[src/rtl/eep_pkg.sv]
// Shared types and packing constants for the EEPROM host bridge.
package eep_pkg;

   localparam int unsigned BYTES_PER_WORD = 4;
   localparam int unsigned LANE_W         = $clog2(BYTES_PER_WORD);
   localparam int unsigned WORD_W         = 8 * BYTES_PER_WORD;

   typedef enum logic [2:0] {
      StIdle,
      StRdIssue,
      StRdCap,
      StRdPush,
      StLdWait,
      StLdWr,
      StFinish
   } state_e;

   // One-hot lane select for a byte position inside a packed word.
   function automatic logic [BYTES_PER_WORD-1:0] lane_sel(input logic [LANE_W-1:0] lane);
      logic [BYTES_PER_WORD-1:0] sel;
      sel       = '0;
      sel[lane] = 1'b1;
      return sel;
   endfunction

endpackage

[src/rtl/eep_host_bridge_if.sv]
// Host save/load streams plus the EEPROM external-access port.
interface eep_host_bridge_if
   import eep_pkg::*;
#(
   parameter int unsigned ADDR_W = 17
);

   logic [WORD_W-1:0] dump_data;
   logic              dump_valid;
   logic              dump_ready;
   logic [WORD_W-1:0] load_data;
   logic              load_valid;
   logic              load_ready;
   logic [ADDR_W-1:0] eep_addr;
   logic [7:0]        eep_wdata;
   logic              eep_wr;
   logic              eep_rd;
   logic              eep_en;
   logic [7:0]        eep_rdata;

   // Bridge side.
   modport master (
      output dump_data, dump_valid, load_ready,
      output eep_addr, eep_wdata, eep_wr, eep_rd, eep_en,
      input  dump_ready, load_data, load_valid, eep_rdata
   );

   // Host and EEPROM side.
   modport slave (
      input  dump_data, dump_valid, load_ready,
      input  eep_addr, eep_wdata, eep_wr, eep_rd, eep_en,
      output dump_ready, load_data, load_valid, eep_rdata
   );

endinterface

[src/rtl/eep_word_pack.sv]
// Four-byte lane register: packs read bytes into a word, or holds a host word for unpacking.
module eep_word_pack
   import eep_pkg::*;
(
   input  logic              clk,
   input  logic              rst,
   input  logic              i_load_word,
   input  logic [WORD_W-1:0] i_word,
   input  logic              i_cap_byte,
   input  logic [LANE_W-1:0] i_cap_lane,
   input  logic [7:0]        i_byte,
   input  logic [LANE_W-1:0] i_rd_lane,
   output logic [WORD_W-1:0] o_word,
   output logic [7:0]        o_byte
);

   logic [BYTES_PER_WORD-1:0][7:0] r_lanes;
   logic [BYTES_PER_WORD-1:0]      w_sel;

   assign w_sel = lane_sel(i_cap_lane);

   // Whole-word load wins over a single-lane capture.
   always_ff @(posedge clk) begin
      if (rst) begin
         r_lanes <= '0;
      end else if (i_load_word) begin
         r_lanes <= i_word;
      end else if (i_cap_byte) begin
         for (int i = 0; i < BYTES_PER_WORD; i++) begin
            if (w_sel[i]) r_lanes[i] <= i_byte;
         end
      end
   end

   assign o_word = r_lanes;
   assign o_byte = r_lanes[i_rd_lane];

endmodule

[src/rtl/eep_host_bridge.sv]
// Moves the whole EEPROM image between the array and the 32-bit host save/load streams.
module eep_host_bridge
   import eep_pkg::*;
#(
   parameter int unsigned EEP_SIZE = 1024,
   parameter int unsigned ADDR_W   = 17
) (
   input  logic              clk,
   input  logic              rst,
   input  logic              i_start_dump,
   input  logic              i_start_load,
   input  logic              i_abort,
   output logic              o_busy,
   output logic              o_done,
   eep_host_bridge_if.master bus
);

   localparam int unsigned           CNT_W    = $clog2(EEP_SIZE);
   localparam logic [CNT_W-1:0]      LAST     = CNT_W'(EEP_SIZE - 1);
   localparam logic [LANE_W-1:0]     TOP_LANE = LANE_W'(BYTES_PER_WORD - 1);

   state_e             r_state;
   logic [CNT_W-1:0]   r_addr;
   logic               r_busy;
   logic               r_done;
   logic               r_dump_valid;
   logic               r_load_ready;
   logic               r_eep_wr;
   logic               r_eep_rd;
   logic               r_eep_en;
   logic [7:0]         r_eep_wdata;

   logic [LANE_W-1:0]  w_lane;
   logic [LANE_W-1:0]  w_next_lane;
   logic               w_last;
   logic               w_load_hs;
   logic               w_cap;
   logic [WORD_W-1:0]  w_pack_word;
   logic [7:0]         w_pack_byte;

   assign w_lane      = r_addr[LANE_W-1:0];
   assign w_next_lane = w_lane + LANE_W'(1);
   assign w_last      = (r_addr == LAST);
   assign w_load_hs   = (r_state == StLdWait) && bus.load_valid && r_load_ready;
   assign w_cap       = (r_state == StRdCap);

   // Same lane register packs on dump and unpacks on load; dump_data is its content.
   eep_word_pack u_pack (
      .clk         (clk),
      .rst         (rst),
      .i_load_word (w_load_hs),
      .i_word      (bus.load_data),
      .i_cap_byte  (w_cap),
      .i_cap_lane  (w_lane),
      .i_byte      (bus.eep_rdata),
      .i_rd_lane   (w_next_lane),
      .o_word      (w_pack_word),
      .o_byte      (w_pack_byte)
   );

   // Transfer sequencer; every output is a register set on the transition into a state.
   always_ff @(posedge clk) begin
      if (rst) begin
         r_state      <= StIdle;
         r_addr       <= '0;
         r_busy       <= 1'b0;
         r_done       <= 1'b0;
         r_dump_valid <= 1'b0;
         r_load_ready <= 1'b0;
         r_eep_wr     <= 1'b0;
         r_eep_rd     <= 1'b0;
         r_eep_en     <= 1'b0;
         r_eep_wdata  <= '0;
      end else if (i_abort && (r_state != StIdle)) begin
         // Partially written words are left as they are.
         r_state      <= StIdle;
         r_busy       <= 1'b0;
         r_done       <= 1'b0;
         r_dump_valid <= 1'b0;
         r_load_ready <= 1'b0;
         r_eep_wr     <= 1'b0;
         r_eep_rd     <= 1'b0;
         r_eep_en     <= 1'b0;
      end else begin
         r_done <= 1'b0;
         case (r_state)
            StIdle: begin
               if (i_start_dump) begin
                  r_addr   <= '0;
                  r_busy   <= 1'b1;
                  r_eep_en <= 1'b1;
                  r_eep_rd <= 1'b1;
                  r_state  <= StRdIssue;
               end else if (i_start_load) begin
                  r_addr       <= '0;
                  r_busy       <= 1'b1;
                  r_eep_en     <= 1'b1;
                  r_load_ready <= 1'b1;
                  r_state      <= StLdWait;
               end
            end
            StRdIssue: r_state <= StRdCap;
            StRdCap: begin
               if (w_lane == TOP_LANE) begin
                  // Stop reading while the word waits for the host.
                  r_dump_valid <= 1'b1;
                  r_eep_rd     <= 1'b0;
                  r_state      <= StRdPush;
               end else begin
                  r_addr  <= r_addr + CNT_W'(1);
                  r_state <= StRdIssue;
               end
            end
            StRdPush: begin
               if (bus.dump_ready) begin
                  r_dump_valid <= 1'b0;
                  if (w_last) begin
                     r_done   <= 1'b1;
                     r_busy   <= 1'b0;
                     r_eep_en <= 1'b0;
                     r_state  <= StFinish;
                  end else begin
                     r_addr   <= r_addr + CNT_W'(1);
                     r_eep_rd <= 1'b1;
                     r_state  <= StRdIssue;
                  end
               end
            end
            StLdWait: begin
               if (w_load_hs) begin
                  // Lane 0 comes straight from the bus; the pack register fills this edge.
                  r_load_ready <= 1'b0;
                  r_eep_wr     <= 1'b1;
                  r_eep_wdata  <= bus.load_data[7:0];
                  r_state      <= StLdWr;
               end
            end
            StLdWr: begin
               if (w_lane == TOP_LANE) begin
                  r_eep_wr <= 1'b0;
                  if (w_last) begin
                     r_done   <= 1'b1;
                     r_busy   <= 1'b0;
                     r_eep_en <= 1'b0;
                     r_state  <= StFinish;
                  end else begin
                     r_addr       <= r_addr + CNT_W'(1);
                     r_load_ready <= 1'b1;
                     r_state      <= StLdWait;
                  end
               end else begin
                  r_addr      <= r_addr + CNT_W'(1);
                  r_eep_wdata <= w_pack_byte;
               end
            end
            StFinish: r_state <= StIdle;
            default:  r_state <= StIdle;
         endcase
      end
   end

   assign o_busy         = r_busy;
   assign o_done         = r_done;
   assign bus.dump_data  = w_pack_word;
   assign bus.dump_valid = r_dump_valid;
   assign bus.load_ready = r_load_ready;
   assign bus.eep_addr   = {{(ADDR_W - CNT_W){1'b0}}, r_addr};
   assign bus.eep_wdata  = r_eep_wdata;
   assign bus.eep_wr     = r_eep_wr;
   assign bus.eep_rd     = r_eep_rd;
   assign bus.eep_en     = r_eep_en;

endmodule

[src/flat_wrapper.sv]
// flat-port wrapper written by rule: the top's interface ports become plain ports
module eep_host_bridge_flat import eep_pkg::*;
#(
   parameter int unsigned EEP_SIZE = 1024,
   parameter int unsigned ADDR_W   = 17
)
  (clk, rst, i_start_dump, i_start_load, i_abort, o_busy, o_done, bus_dump_data, bus_dump_valid, bus_load_ready, bus_eep_addr, bus_eep_wdata, bus_eep_wr, bus_eep_rd, bus_eep_en, bus_dump_ready, bus_load_data, bus_load_valid, bus_eep_rdata);
  eep_host_bridge_if #(.ADDR_W(ADDR_W)) bus_i ();
  input  logic clk;
  input  logic rst;
  input  logic i_start_dump;
  input  logic i_start_load;
  input  logic i_abort;
  output logic o_busy;
  output logic o_done;
  output wire logic [$bits(bus_i.dump_data)-1:0] bus_dump_data;
  output wire logic [$bits(bus_i.dump_valid)-1:0] bus_dump_valid;
  output wire logic [$bits(bus_i.load_ready)-1:0] bus_load_ready;
  output wire logic [$bits(bus_i.eep_addr)-1:0] bus_eep_addr;
  output wire logic [$bits(bus_i.eep_wdata)-1:0] bus_eep_wdata;
  output wire logic [$bits(bus_i.eep_wr)-1:0] bus_eep_wr;
  output wire logic [$bits(bus_i.eep_rd)-1:0] bus_eep_rd;
  output wire logic [$bits(bus_i.eep_en)-1:0] bus_eep_en;
  input wire logic [$bits(bus_i.dump_ready)-1:0] bus_dump_ready;
  input wire logic [$bits(bus_i.load_data)-1:0] bus_load_data;
  input wire logic [$bits(bus_i.load_valid)-1:0] bus_load_valid;
  input wire logic [$bits(bus_i.eep_rdata)-1:0] bus_eep_rdata;
  assign bus_dump_data = bus_i.dump_data;
  assign bus_dump_valid = bus_i.dump_valid;
  assign bus_load_ready = bus_i.load_ready;
  assign bus_eep_addr = bus_i.eep_addr;
  assign bus_eep_wdata = bus_i.eep_wdata;
  assign bus_eep_wr = bus_i.eep_wr;
  assign bus_eep_rd = bus_i.eep_rd;
  assign bus_eep_en = bus_i.eep_en;
  assign bus_i.dump_ready = bus_dump_ready;
  assign bus_i.load_data = bus_load_data;
  assign bus_i.load_valid = bus_load_valid;
  assign bus_i.eep_rdata = bus_eep_rdata;
  eep_host_bridge #(.EEP_SIZE(EEP_SIZE), .ADDR_W(ADDR_W)) u_core (.clk(clk), .rst(rst), .i_start_dump(i_start_dump), .i_start_load(i_start_load), .i_abort(i_abort), .o_busy(o_busy), .o_done(o_done), .bus(bus_i));
endmodule
[config.mk]
export PLATFORM = sky130hd
export DESIGN_NAME = eep_host_bridge_flat
export DESIGN_NICKNAME = d
export VERILOG_FILES = /design/src/rtl/eep_pkg.sv /design/src/rtl/eep_host_bridge_if.sv /design/src/rtl/eep_word_pack.sv /design/src/rtl/eep_host_bridge.sv /design/src/flat_wrapper.sv
export SDC_FILE = /design/constraint.sdc
export NUM_CORES = 1
export LEC_CHECK = 0
export ABC_AREA = 1
export BUFFER_PORTS_ARGS = -buffer_cell sky130_fd_sc_hd__buf_2
export CAP_MARGIN = 20
export CORE_ASPECT_RATIO = 0.75
export CORE_MARGIN = 2
export CORE_UTILIZATION = 24
export CTS_CLUSTER_SIZE = 16
export DETAILED_ROUTE_END_ITERATION = 12
export HOLD_SLACK_MARGIN = 0.1
export MAX_ROUTING_LAYER = met4
export PLACE_DENSITY = 0.41
export SYNTH_ARGS = -nofsm -noshare
export SYNTH_HDL_FRONTEND = slang
export SYNTH_SLANG_ARGS = --single-unit
[constraint.sdc]
create_clock -name clk -period 5.8 [get_ports clk]
set_clock_uncertainty 0.1 [all_clocks]
set_input_delay 1.16 -clock clk [delete_from_list [all_inputs] [get_ports clk]]
set_output_delay 1.16 -clock clk [all_outputs]
set_load 0.05 [all_outputs]
-- After elaboration in Yosys (flattened, before gate mapping)
Cells that the tools add are included.
- $add $sub $neg: 2
- magnitude comparators: 3
- equality and inequality tests: 19
- mux-type cells: 57
- bitwise operators: 1
- reduce and logical (&&, ||, !) cells: 30
- operators with widths (kind ; number):
    $mux 32 ; 2
    $mux 10 ; 6
    $mux 8 ; 7
    $pmux 10 s4 ; 1
    $mux 1 ; 22
    $mux 3 ; 6
    $ne 2x2->1 const B ; 9
    $pmux 3 s6 ; 1
    $bmux 8 s2 ; 1
    $pmux 8 s2 ; 1
    $reduce_bool 2->1 ; 7
    $pmux 1 s3 ; 4
    $reduce_and 4->1 ; 3
    $reduce_bool 3->1 ; 4
    $add 10x1->10 const B ; 1
    $eq 10x10->1 const B ; 1
    $reduce_and 5->1 ; 2
    $reduce_and 2->1 ; 4
    $eq 3x2->1 const B ; 2
    $eq 3x3->1 const B ; 2
    $lt 2x3->1 const B ; 2
    $pmux 1 s2 ; 3
    $reduce_and 3->1 ; 2
    $reduce_and 6->1 ; 1
    13 further kinds ; 18
- register bits: 60

-- Longest topological paths before layout
Gate-level depths: netlist of run 1.
- depth in word-level cells: 7
- gate-level depth with buffers: 12

-- Modules after synthesis
A second synthesis of run 1 with hierarchy kept.
- cells, all modules: 528
- area, all modules: 3394.5 sq um
- modules (own cells, without submodules) (module ; times used ; cells an instance ; area an instance (sq um)):
    eep_word_pack ; 1 ; 269 ; 1700.4
    eep_host_bridge ; 1 ; 259 ; 1694.1

-- Least setup slack after synthesis of run 1
Ideal clock, no wire load.
- kind: register to register
- start point: register u_core.r_addr[0]
- end point: register u_core.r_eep_wdata[6] (netlist: u_core.bus.eep_wdata[6])
- library setup time: 64 ps
- data arrival time: 2403 ps
- data required time: 5636 ps
- slack: 3232 ps
- cell stages (with the launch flop): 13
- buffers on the path: 4
- period minus slack after synthesis: 2568 ps
- path through: dfxtp_1 buf_2 inv_1 clkbuf_1 ha_1 clkbuf_1 buf_1 o21ai_0 o21ai_1 nand2_1 o21ai_0 nor2_1 nor2_1
- word-level cells in the longest chain between the ends: 5
- elaborated cells between the ends (all ways): 8
- ends and longest elaborated chain (what ; RTL line ; RTL):
    start: declaration ; eep_host_bridge.sv:23 ; logic [CNT_W-1:0] r_addr;
    start signal: assignment ; eep_host_bridge.sv:110 ; r_addr <= r_addr + CNT_W'(1);
    start signal: assignment ; eep_host_bridge.sv:123 ; r_addr <= r_addr + CNT_W'(1);
    start signal: assignment ; eep_host_bridge.sv:147 ; r_addr <= r_addr + CNT_W'(1);
    $add 2x1->2 ; eep_host_bridge.sv:42 ; assign w_next_lane = w_lane + LANE_W'(1);
    $bmux 8 s2 ; eep_word_pack.sv:36 ; assign o_byte = r_lanes[i_rd_lane];
    $mux 8 (not written as such) ; eep_word_pack.sv:36 ;
    $mux 8 ; eep_host_bridge.sv:139 ; if (w_lane == TOP_LANE) begin
    $pmux 8 s2 ; eep_host_bridge.sv:86 ; case (r_state)
    end signal: assignment ; eep_host_bridge.sv:134 ; r_eep_wdata <= bus.load_data[7:0];
    end signal: assignment ; eep_host_bridge.sv:153 ; r_eep_wdata <= w_pack_byte;
    end: declaration ; eep_host_bridge.sv:31 ; logic [7:0] r_eep_wdata;
Several ways; a longest one is shown, not always the timed one. The select of a mux whose other input is x is not followed.
A chain may end at the register's enable or synchronous reset.

-- Worst setup path in the final report of run 1
- start point: input bus_load_valid
- end point: register u_core.u_pack.r_lanes, in the netlist u_core.u_pack.o_word[6]
- word-level cells in the longest chain between the ends: 4
- elaborated cells between the ends (all ways): 6
- ends and longest elaborated chain (what ; RTL line ; RTL):
    start: declaration ; flat_wrapper.sv:26 ; input wire logic [$bits(bus_i.load_valid)-1:0] bus_load_valid;
    $logic_and 1x1->1 * (2 in a row) ; eep_host_bridge.sv:44 ; assign w_load_hs = (r_state == StLdWait) && bus.load_valid && r_load_ready;
    $reduce_bool 2->1 (no line) ; -- ;
    $reduce_and 2->1 (no line) ; -- ;
    end signal: assignment ; eep_word_pack.sv:27 ; r_lanes <= i_word;
    end signal: indexed assignment ; eep_word_pack.sv:30 ; if (w_sel[i]) r_lanes[i] <= i_byte;
    end: declaration ; eep_word_pack.sv:17 ; logic [BYTES_PER_WORD-1:0][7:0] r_lanes;
Mark *: on every way between the ends. The rest lies on a longest branch, timed or not.

==> results.yml, run 1 <==
setup_path:
  start_kind: "input pin"
  worstReg2RegStart: "u_core.r_state[1]$_SDFFE_PP0P_"
  startpoint: "bus_load_valid"
  critical_path_arrival_ns: 3.11
  crit_path_max_fanout: 29
  worst-r2r-cell-count: 9
  reg2reg_to: "u_core.u_pack.o_word[6]$_SDFFE_PP0P_"
  rrSetupSlack_ns: 3.22
  endpoint_kind: "register"
  worstSetupPathType: "in2reg"
  endpoint: "u_core.u_pack.o_word[6]$_SDFFE_PP0P_"
  cp.required_ns: 5.98
layout:
  final_common_cell: "nand2_1"
  fin_area_mm2: 0.004349
  layout.cells.non_filler: 810
  register_area_mm2: 0.001181
  final_layout_size_suffix_gt1_frac: 0.2268
  antennaDiodeCount: 0
  nNetsFinal: 681
  multi_input_area_mm2: 0.001818
  fillers: 1534
  syn_to_final_growth_pct: 26.86
  final_cell_mix: "nand2_1, buf_2, inv_1"
grt:
  overflow: 0
  grt_first_pass_wirelength_um: 19170
  grt.total_usage: 0.1699
  grt_pass1_vias: 3341
  grt_max_degree: 42
  antenna_found_initial: 0
logic_synthesis:
  synth_top_area_frac: 0.3445
  yosys.area.top_type: "dfxtp_1"
  ys_seq_area_frac: 0.3445
  postSynthCellCount: 539
  synth_warnings: 0
  synth_area_mm2: 0.003428
  synth_edf_count: 0
  synth_async_sr_flop_share: 0
  syn_area_per_cell_um2: 6.360
  synth-seq-cells: 59
  ys_types: 33
  synthFlopType: "dfxtp_1"
  synthTopCellsByArea: "dfxtp_1, nand2_1, o21ai_0"
sta:
  finalSetupTns_ns: 0
  fin_crit_ns: 2.930
  rsz0062_at_grt: "false"
  tightest_slew_ns: 0.5848
  max_freq_ghz: 0.3413
  final-max-slew-violation-count: 0
  final_hold_viol_count: 0
  min_period_over_period: 0.5052
  setup_viol: 0
  slew_headroom: 0.6092
die:
  num_rows: 37
  die_area_mm2: 0.01527
  core_region_area_mm2: 0.01384
  start_util: 0.2477
  die_w_um: 142.0
  die_h_um: 107.5
  io_pins: 111
min_path:
  min_from: "u_core.bus.eep_rd$_SDFFE_PP0P_"
  holdPathStages: 2
  min_path_type: "reg2reg"
power_and_ir_drop:
  power_density_mw_per_mm2: 395.4
  leakagePower_nw: 2.145
  ir_drop_mv: 0.1510
clocking:
  clk_pin_slew_ns: 0.06
  h-tree-depth: 3
  clock-sinks: 59
  postCtsSetupRepairBufs: 0
  post_cts_resized: 0
  root_buffer: "clkbuf_16"
  cts_made_buffers: 9
  cts_hold_buf: 0
  clock_latency_ns: 0.34
  clockBufferDepth: 2
  cts_tree: "yes"
placed_design:
  dp_cells: 794
  place.gp.congestion: 0.8895
  port_buffers: 103
  placed_area_mm2: 0.004023
  dp_hpwl_um: 9402
routing:
  drtPass1Iterations: 4
  num_vias: 3744
  vias_per_cell: 4.622
  detail_route.wl_per_cell_um: 15.46
  drc: 0
  ant_nets: 0
  drt_wl_total_um: 12520
  drt_iter0_markers: 261
job:
  max_cap_violations: 0
run_status:
  status: "complete, no violations"
==> final cells by class <==
| type | instances | area share |
|---|---|---|
| Multi-Input combinational cell | 382 | 0.4180 |
| Sequential cell | 59 | 0.2716 |
| Timing Repair Buffer | 105 | 0.1220 |
| Inverter | 73 | 0.06300 |
| Clock buffer | 9 | 0.05178 |
| Tap cell | 175 | 0.05035 |
| Clock inverter | 7 | 0.02330 |
==> state kept, by name, summed over array words and instances (netlist names), 3 cells and up <==
register              flops
u_core.bus.eep_wdata      8
u_core.r_state            3
u_core.r_addr            10
u_core.u_pack.o_word     32
==> power by group <==
group          internal (mW)  switching [mW]
logic                  0.145           0.472
registers              0.466          0.0458
clock network          0.379           0.212
total                  0.989           0.731
==> Yosys cell counts (all sizes together), types with 2 or more instances <==
master  instances
inv            72
dfxtp          59
ha              4
buf            19
a21oi          28
nand3          23
clkbuf         12
nand4           4
nor2           65
o21ai         100
a31oi          16
nand2         124
o211ai          2
==> worst max-delay path: stages <==
cell	delay, ns
buf_2	0.08
nand2_1	0.11
nor2_4	0.50
inv_2	0.38
nand2_1	0.48
nand3_1	0.14
o21ai_1	0.12
o21ai_1	0.07
inv_1	0.06
==> metrics by stage <==
step / util / setup WS [ns] / hold slack, ns / power (mW)
6_report: 0.3142 / 2.870 / 0.3524 / 1.720
5_1_grt: 0.3142 / 2.627 / 0.3953 / 1.813
4_1_cts: 0.3142 / 2.879 / 0.3597 / 1.734
3_5_place_dp: 0.2906 / 2.523 / 0.3507 / 1.137
3_3_place_gp: 0.2906 / 2.605 / 0.3499 / 1.133
2_1_floorplan: - / 3.232 / 0.4372 / 1.001
==> metal layers <==
metal / track usage / wire (um)
met1: 0.2695 / 6931
met2: 0.2050 / 4512
met3: 0.04004 / 902
met4: 0.04357 / 174
met5: - / 0
==> how the worst min path moves through the flow <==
stage / end / slack (ns)
3_5_place_dp: u_core.bus.eep_rd$_SDFFE_PP0P_ / 0.35
3_3_place_gp: u_core.bus.eep_rd$_SDFFE_PP0P_ / 0.35
5_1_grt: u_core.bus.load_ready$_SDFFE_PP0P_ / 0.40
4_1_cts: u_core.bus.eep_rd$_SDFFE_PP0P_ / 0.36
6_report: u_core.bus.eep_rd$_SDFFE_PP0P_ / 0.35
2_1_floorplan: u_core.r_state[0]$_SDFFE_PP0P_ / 0.44
==> cells by family (layout without fill, tap and decap cells) <==
kind of cell	count (synthesis)	after routing	synth area share
other	1	7	0.001094
flip-flops	59	59	0.3445
adder cells (fa/ha/maj)	4	4	0.01460
AO/OA/AOI/OAI	150	150	0.2296
AND/OR/NAND/NOR	219	219	0.2734
XOR/XNOR	2	2	0.005110
buffers and inverters	104	194	0.1317
Power figures use the tool's default switching activity.
==> run 2, diff against run 1 <==
clock period = 2.9 ns   (was 5.8 ns; I/O delays follow)
==> results.yml, run 2 (same netlist as run 1, synthesis figures left out) <==
setup_path:
  path_buf_inv: 1
  critical_path_arrival_ns: 2.46
  start_kind: "register"
  slowest_delay_ns: 0.70
  cp.required_ns: 3.08
  worstSetupPathType: "reg2reg"
  rrSetupSlack_ns: 0.61
  crit_chain: "inv_1, ha_1, o21ai_0, o21ai_1, nand2_1, o21ai_0, nor2_1, nor2_1"
  startpoint: "u_core.r_addr[0]$_SDFFE_PP0P_"
  crit_cells: 8
  cp_slowest_cell: "ha_1"
  endpoint_kind: "register"
  worstReg2RegStart: "u_core.r_addr[0]$_SDFFE_PP0P_"
  crit_path_max_fanout: 17
  worst-r2r-cell-count: 8
  reg2reg_to: "u_core.bus.eep_wdata[3]$_SDFFE_PP0P_"
  worst_path_dominant_cell_family: "adder cells"
  endpoint: "u_core.bus.eep_wdata[3]$_SDFFE_PP0P_"
power_and_ir_drop:
  finalPower_mw: 3.279
  p_sw_frac: 0.4491
  power_density_mw_per_mm2: 758.1
  ir_drop_mv: 0.2540
  p_seq_frac: 0.311
  p_comb_frac: 0.380
  p_switching_mw: 1.473
  internal-power_mw: 1.806
  leakagePower_nw: 2.140
  pwr-share-clk: 0.309
grt:
  overflow: 0
  grt_pass1_vias: 3361
  grt.total_usage: 0.1733
  antenna_found_initial: 0
  grt_first_pass_wirelength_um: 19520
  grt_max_degree: 30
die:
  io_pins: 111
  die_w_um: 142.0
  start_util: 0.2477
  die_area_mm2: 0.01527
  num_rows: 37
  die_h_um: 107.5
  core_region_area_mm2: 0.01384
placed_design:
  place.gp.congestion: 0.9177
  port_buffers: 103
  dp_hpwl_um: 9657
sta:
  final_hold_viol_count: 0
  max_freq_ghz: 0.4375
  tightest_slew_ns: 0.5304
  rsz0062_at_grt: "false"
  setup_viol: 0
  fin_crit_ns: 2.286
  finalSetupTns_ns: 0
  min_period_over_period: 0.7882
  slew_headroom: 0.6464
  final-max-slew-violation-count: 0
routing:
  drc: 0
  top_layer_used: "met4"
  drt_wl_total_um: 12520
  dr_wl_met3_um: 680
  ant_nets: 0
  drt_iter0_markers: 337
  vias_per_cell: 4.558
  wl_met2_um: 4476
  wl_met1_um: 7225
  num_vias: 3706
  detail_route.wl_per_cell_um: 15.40
  drtPass1Iterations: 4
clocking:
  clock-sinks: 59
  clock_latency_ns: 0.34
  post_cts_resized: 0
  postCtsSetupRepairBufs: 0
  cts_made_buffers: 9
  cts_hold_buf: 0
  h-tree-depth: 3
  clk_pin_slew_ns: 0.06
  clockBufferDepth: 2
  cts_tree: "yes"
  root_buffer: "clkbuf_16"
layout:
  fillers: 1554
  final_cell_mix: "nand2_1, buf_2, inv_1"
  nNetsFinal: 684
  largest_reg_flops: 32
  final_common_cell: "nand2_1"
  final_core_util: 0.3125
  final_layout_size_suffix_gt1_frac: 0.2304
  syn_to_final_growth_pct: 26.17
  antennaDiodeCount: 0
job:
  max_cap_violations: 0
run_status:
  status: "complete, no violations"
min_path:
  min_path_type: "reg2reg"
==> run 2: how the worst min path moves through the flow <==
stage                                                  start                                 end  slack [ns]  cells after the start
final                         u_core.bus.eep_rd$_SDFFE_PP0P_      u_core.bus.eep_rd$_SDFFE_PP0P_        0.35                      2
after global routing      u_core.bus.dump_valid$_SDFFE_PP0P_  u_core.bus.dump_valid$_SDFFE_PP0P_        0.38                      2
after CTS                     u_core.bus.eep_rd$_SDFFE_PP0P_      u_core.bus.eep_rd$_SDFFE_PP0P_        0.36                      2
after detailed placement      u_core.bus.eep_rd$_SDFFE_PP0P_      u_core.bus.eep_rd$_SDFFE_PP0P_        0.35                      2
after global placement        u_core.bus.eep_rd$_SDFFE_PP0P_      u_core.bus.eep_rd$_SDFFE_PP0P_        0.34                      2
after floorplan               u_core.r_state[0]$_SDFFE_PP0P_      u_core.r_state[0]$_SDFFE_PP0P_        0.44                      2
==> run 2: worst min-delay path: cells and delay by family, from the launching register on <==
kind	cells	cell delay, ns
AOI/OAI and AO/OA	1	0.06
buffers and inverters	1	0.05
DFF	1	0.31
==> run 2: layout make-up <==
type / instances / area (um^2) / area share
timing repair buffer: 108 / 553.0 / 0.1279
clock buffer: 9 / 225.2 / 0.05207
inverter: 73 / 274.0 / 0.06335
clock inverter: 7 / 55.05 / 0.01273
sequential: 59 / 1181 / 0.2731
multi-input combinational: 382 / 1818 / 0.4203
tap: 175 / 219.0 / 0.05062
==> run 2: metal layers <==
metal  vias up  global-route usage
li1       1914                   -
met1      1656              0.2809
met2       122              0.2050
met3        14             0.03826
met4         0             0.04214
met5         -                   -
==> run 2: metrics by stage <==
step                      hold slack [ns]  instance area, um^2  std cells  setup WS [ns]
after floorplan                    0.4372                 3451        545         0.3324
after CTS                          0.3622                 4325        813         0.6365
after detailed placement           0.3536                 4045        797         0.5329
final                              0.3534                 4325        813         0.6142
after global routing               0.3818                 4325        813         0.3463
after global placement             0.3422                 4045        797         0.5963
==> run 2: power groups by stage <==
| stage | clock (mW) | sequential (mW) | combinational [mW] |
|---|---|---|---|
| after floorplan | 0 | 1.39 | 0.615 |
| after global placement | 0 | 1.04 | 1.25 |
| after detailed placement | 0 | 1.04 | 1.25 |
| after CTS | 1.03 | 1.02 | 1.25 |
| after global routing | 1.07 | 1.04 | 1.36 |
| final | 1.01 | 1.02 | 1.25 |
==> run 3, diff against run 2 <==
clock period = 2.2 ns   (was 2.9 ns; I/O delays follow)
==> results.yml, run 3 (same netlist as run 1, synthesis figures left out) <==
clocking:
  cts_hold_buf: 0
  clockBufferDepth: 2
  clock_latency_ns: 0.33
  post_cts_resized: 0
  cts_made_buffers: 9
  h-tree-depth: 3
  clock-sinks: 59
  root_buffer: "clkbuf_16"
  postCtsSetupRepairBufs: 0
  cts_tree: "yes"
  clk_pin_slew_ns: 0.06
die:
  die_h_um: 107.5
  start_util: 0.2477
  core_region_area_mm2: 0.01384
  num_rows: 37
  io_pins: 111
  die_area_mm2: 0.01527
  die_w_um: 142.0
routing:
  drt_iter0_markers: 271
  drc: 0
  detail_route.wl_per_cell_um: 15.40
  vias_per_cell: 4.539
  ant_nets: 0
  drtPass1Iterations: 5
  num_vias: 3722
  drt_wl_total_um: 12620
job:
  max_cap_violations: 0
power_and_ir_drop:
  pwr-share-clk: 0.323
  power_density_mw_per_mm2: 1013
  p_switching_mw: 1.940
  p_comb_frac: 0.377
  p_seq_frac: 0.300
  p_sw_frac: 0.4339
  finalPower_mw: 4.471
  internal-power_mw: 2.531
  leakagePower_nw: 2.176
  ir_drop_mv: 0.3538
sta:
  final_hold_viol_count: 0
  setup_viol: 0
  rsz0062_at_grt: "false"
  max_freq_ghz: 0.4978
  finalSetupTns_ns: 0
  min_period_over_period: 0.9131
  final-max-slew-violation-count: 0
  hold_slack_ns: 0.2643
  fin_crit_ns: 2.009
layout:
  largest_reg_flops: 32
  nNetsFinal: 691
  fin_area_mm2: 0.004415
  final_common_cell: "nand2_1"
  syn_to_final_growth_pct: 28.80
  final_cell_mix: "nand2_1, buf_2, inv_1"
  register_area_mm2: 0.001185
  fillers: 1560
  layout.cells.non_filler: 820
  antennaDiodeCount: 0
  multi_input_area_mm2: 0.001831
  final_layout_size_suffix_gt1_frac: 0.2481
grt:
  grt_first_pass_wirelength_um: 19910
  grt.total_usage: 0.1766
  grt_pass1_vias: 3535
  grt_max_degree: 29
  antenna_found_initial: 0
  overflow: 0
setup_path:
  cp_slowest_cell: "ha_2"
  crit_chain: "inv_1, ha_2, a21oi_1, o21ai_0, o21ai_1, nand2_1, o21ai_0, nor2_1, nor2_1"
  critical_path_arrival_ns: 2.13
  worst_path_dominant_cell_family: "adder cells"
  endpoint_kind: "register"
  worstSetupPathType: "reg2reg"
  slowest_delay_ns: 0.53
  start_kind: "register"
  crit_path_max_fanout: 17
  cp.required_ns: 2.32
  path_buf_inv: 1
placed_design:
  dp_hpwl_um: 9866
  place.gp.congestion: 0.9031
  port_buffers: 103
  dp_cells: 804
  placed_area_mm2: 0.004101
run_status:
  status: "complete, no violations"
min_path:
  min_path_type: "in2reg"
-- run 3: cell types whose count changed in the layout (fill, tap and decap cells not counted), sizes merged --
cell      delta
inv          +2
bufinv       +1
clkinvlp     +1
buf          +7
clkinv       -4
-- run 3: metrics by stage --
stage / setup slack, ns / util
after CTS: 0.05938 / 0.3181
after detailed placement: 0.08143 / 0.2963
final: 0.1911 / 0.3190
after floorplan: 0.08296 / -
after global placement: 0.09744 / 0.2963
after global routing: 0.001567 / 0.3190
-- run 3: power by group through the flow --
stage	Combinational [mW]	Clock, mW	Sequential [mW]
global route	1.84	1.53	1.36
detailed placement	1.69	0	1.37
global placement	1.70	0	1.36
floorplan	0.811	0	1.83
CTS	1.69	1.48	1.34
finish	1.69	1.44	1.34
-- run 3: path summary, 6_finish.rpt --
path	start	endpoint	slack, ns	depth (start not counted)
min reg2reg	u_core.bus.eep_rd$_SDFFE_PP0P_	u_core.bus.eep_rd$_SDFFE_PP0P_	0.34	2
max reg2reg	u_core.r_addr[1]$_SDFFE_PP0P_	u_core.bus.eep_wdata[3]$_SDFFE_PP0P_	0.19	9
min	bus_load_data[17]	u_core.u_pack.o_word[17]$_SDFFE_PP0P_	0.26	3
max	u_core.r_addr[1]$_SDFFE_PP0P_	u_core.bus.eep_wdata[3]$_SDFFE_PP0P_	0.19	9
-- run 3: area by class of cell --
class / count / area share
well taps: 175 / 0.04959
clock inverters: 7 / 0.01729
inverters: 73 / 0.06206
clock buffers: 9 / 0.05101
flip-flops and latches: 59 / 0.2683
multi-input cells: 382 / 0.4146
repair buffers: 115 / 0.1371
-- run 3: worst reg2reg max path, cell delays in order (launching register included) --
cell     delay (ns)
dfxtp_1        0.39
inv_1          0.10
ha_2           0.53
a21oi_1        0.09
o21ai_0        0.13
o21ai_1        0.18
nand2_1        0.09
o21ai_0        0.11
nor2_1         0.12
nor2_1         0.05
-- run 3: per-layer routing --
| layer | part of all wire | global-route usage | vias up | wire, um |
|---|---|---|---|---|
| met4 | 0.0074 | 0.04500 | 0 | 94 |
| met5 | 0 | - | - | 0 |
| met3 | 0.060 | 0.03781 | 7 | 761 |
| met2 | 0.38 | 0.2257 | 106 | 4779 |
| met1 | 0.55 | 0.2726 | 1672 | 6989 |
| li1 | - | - | 1937 | - |
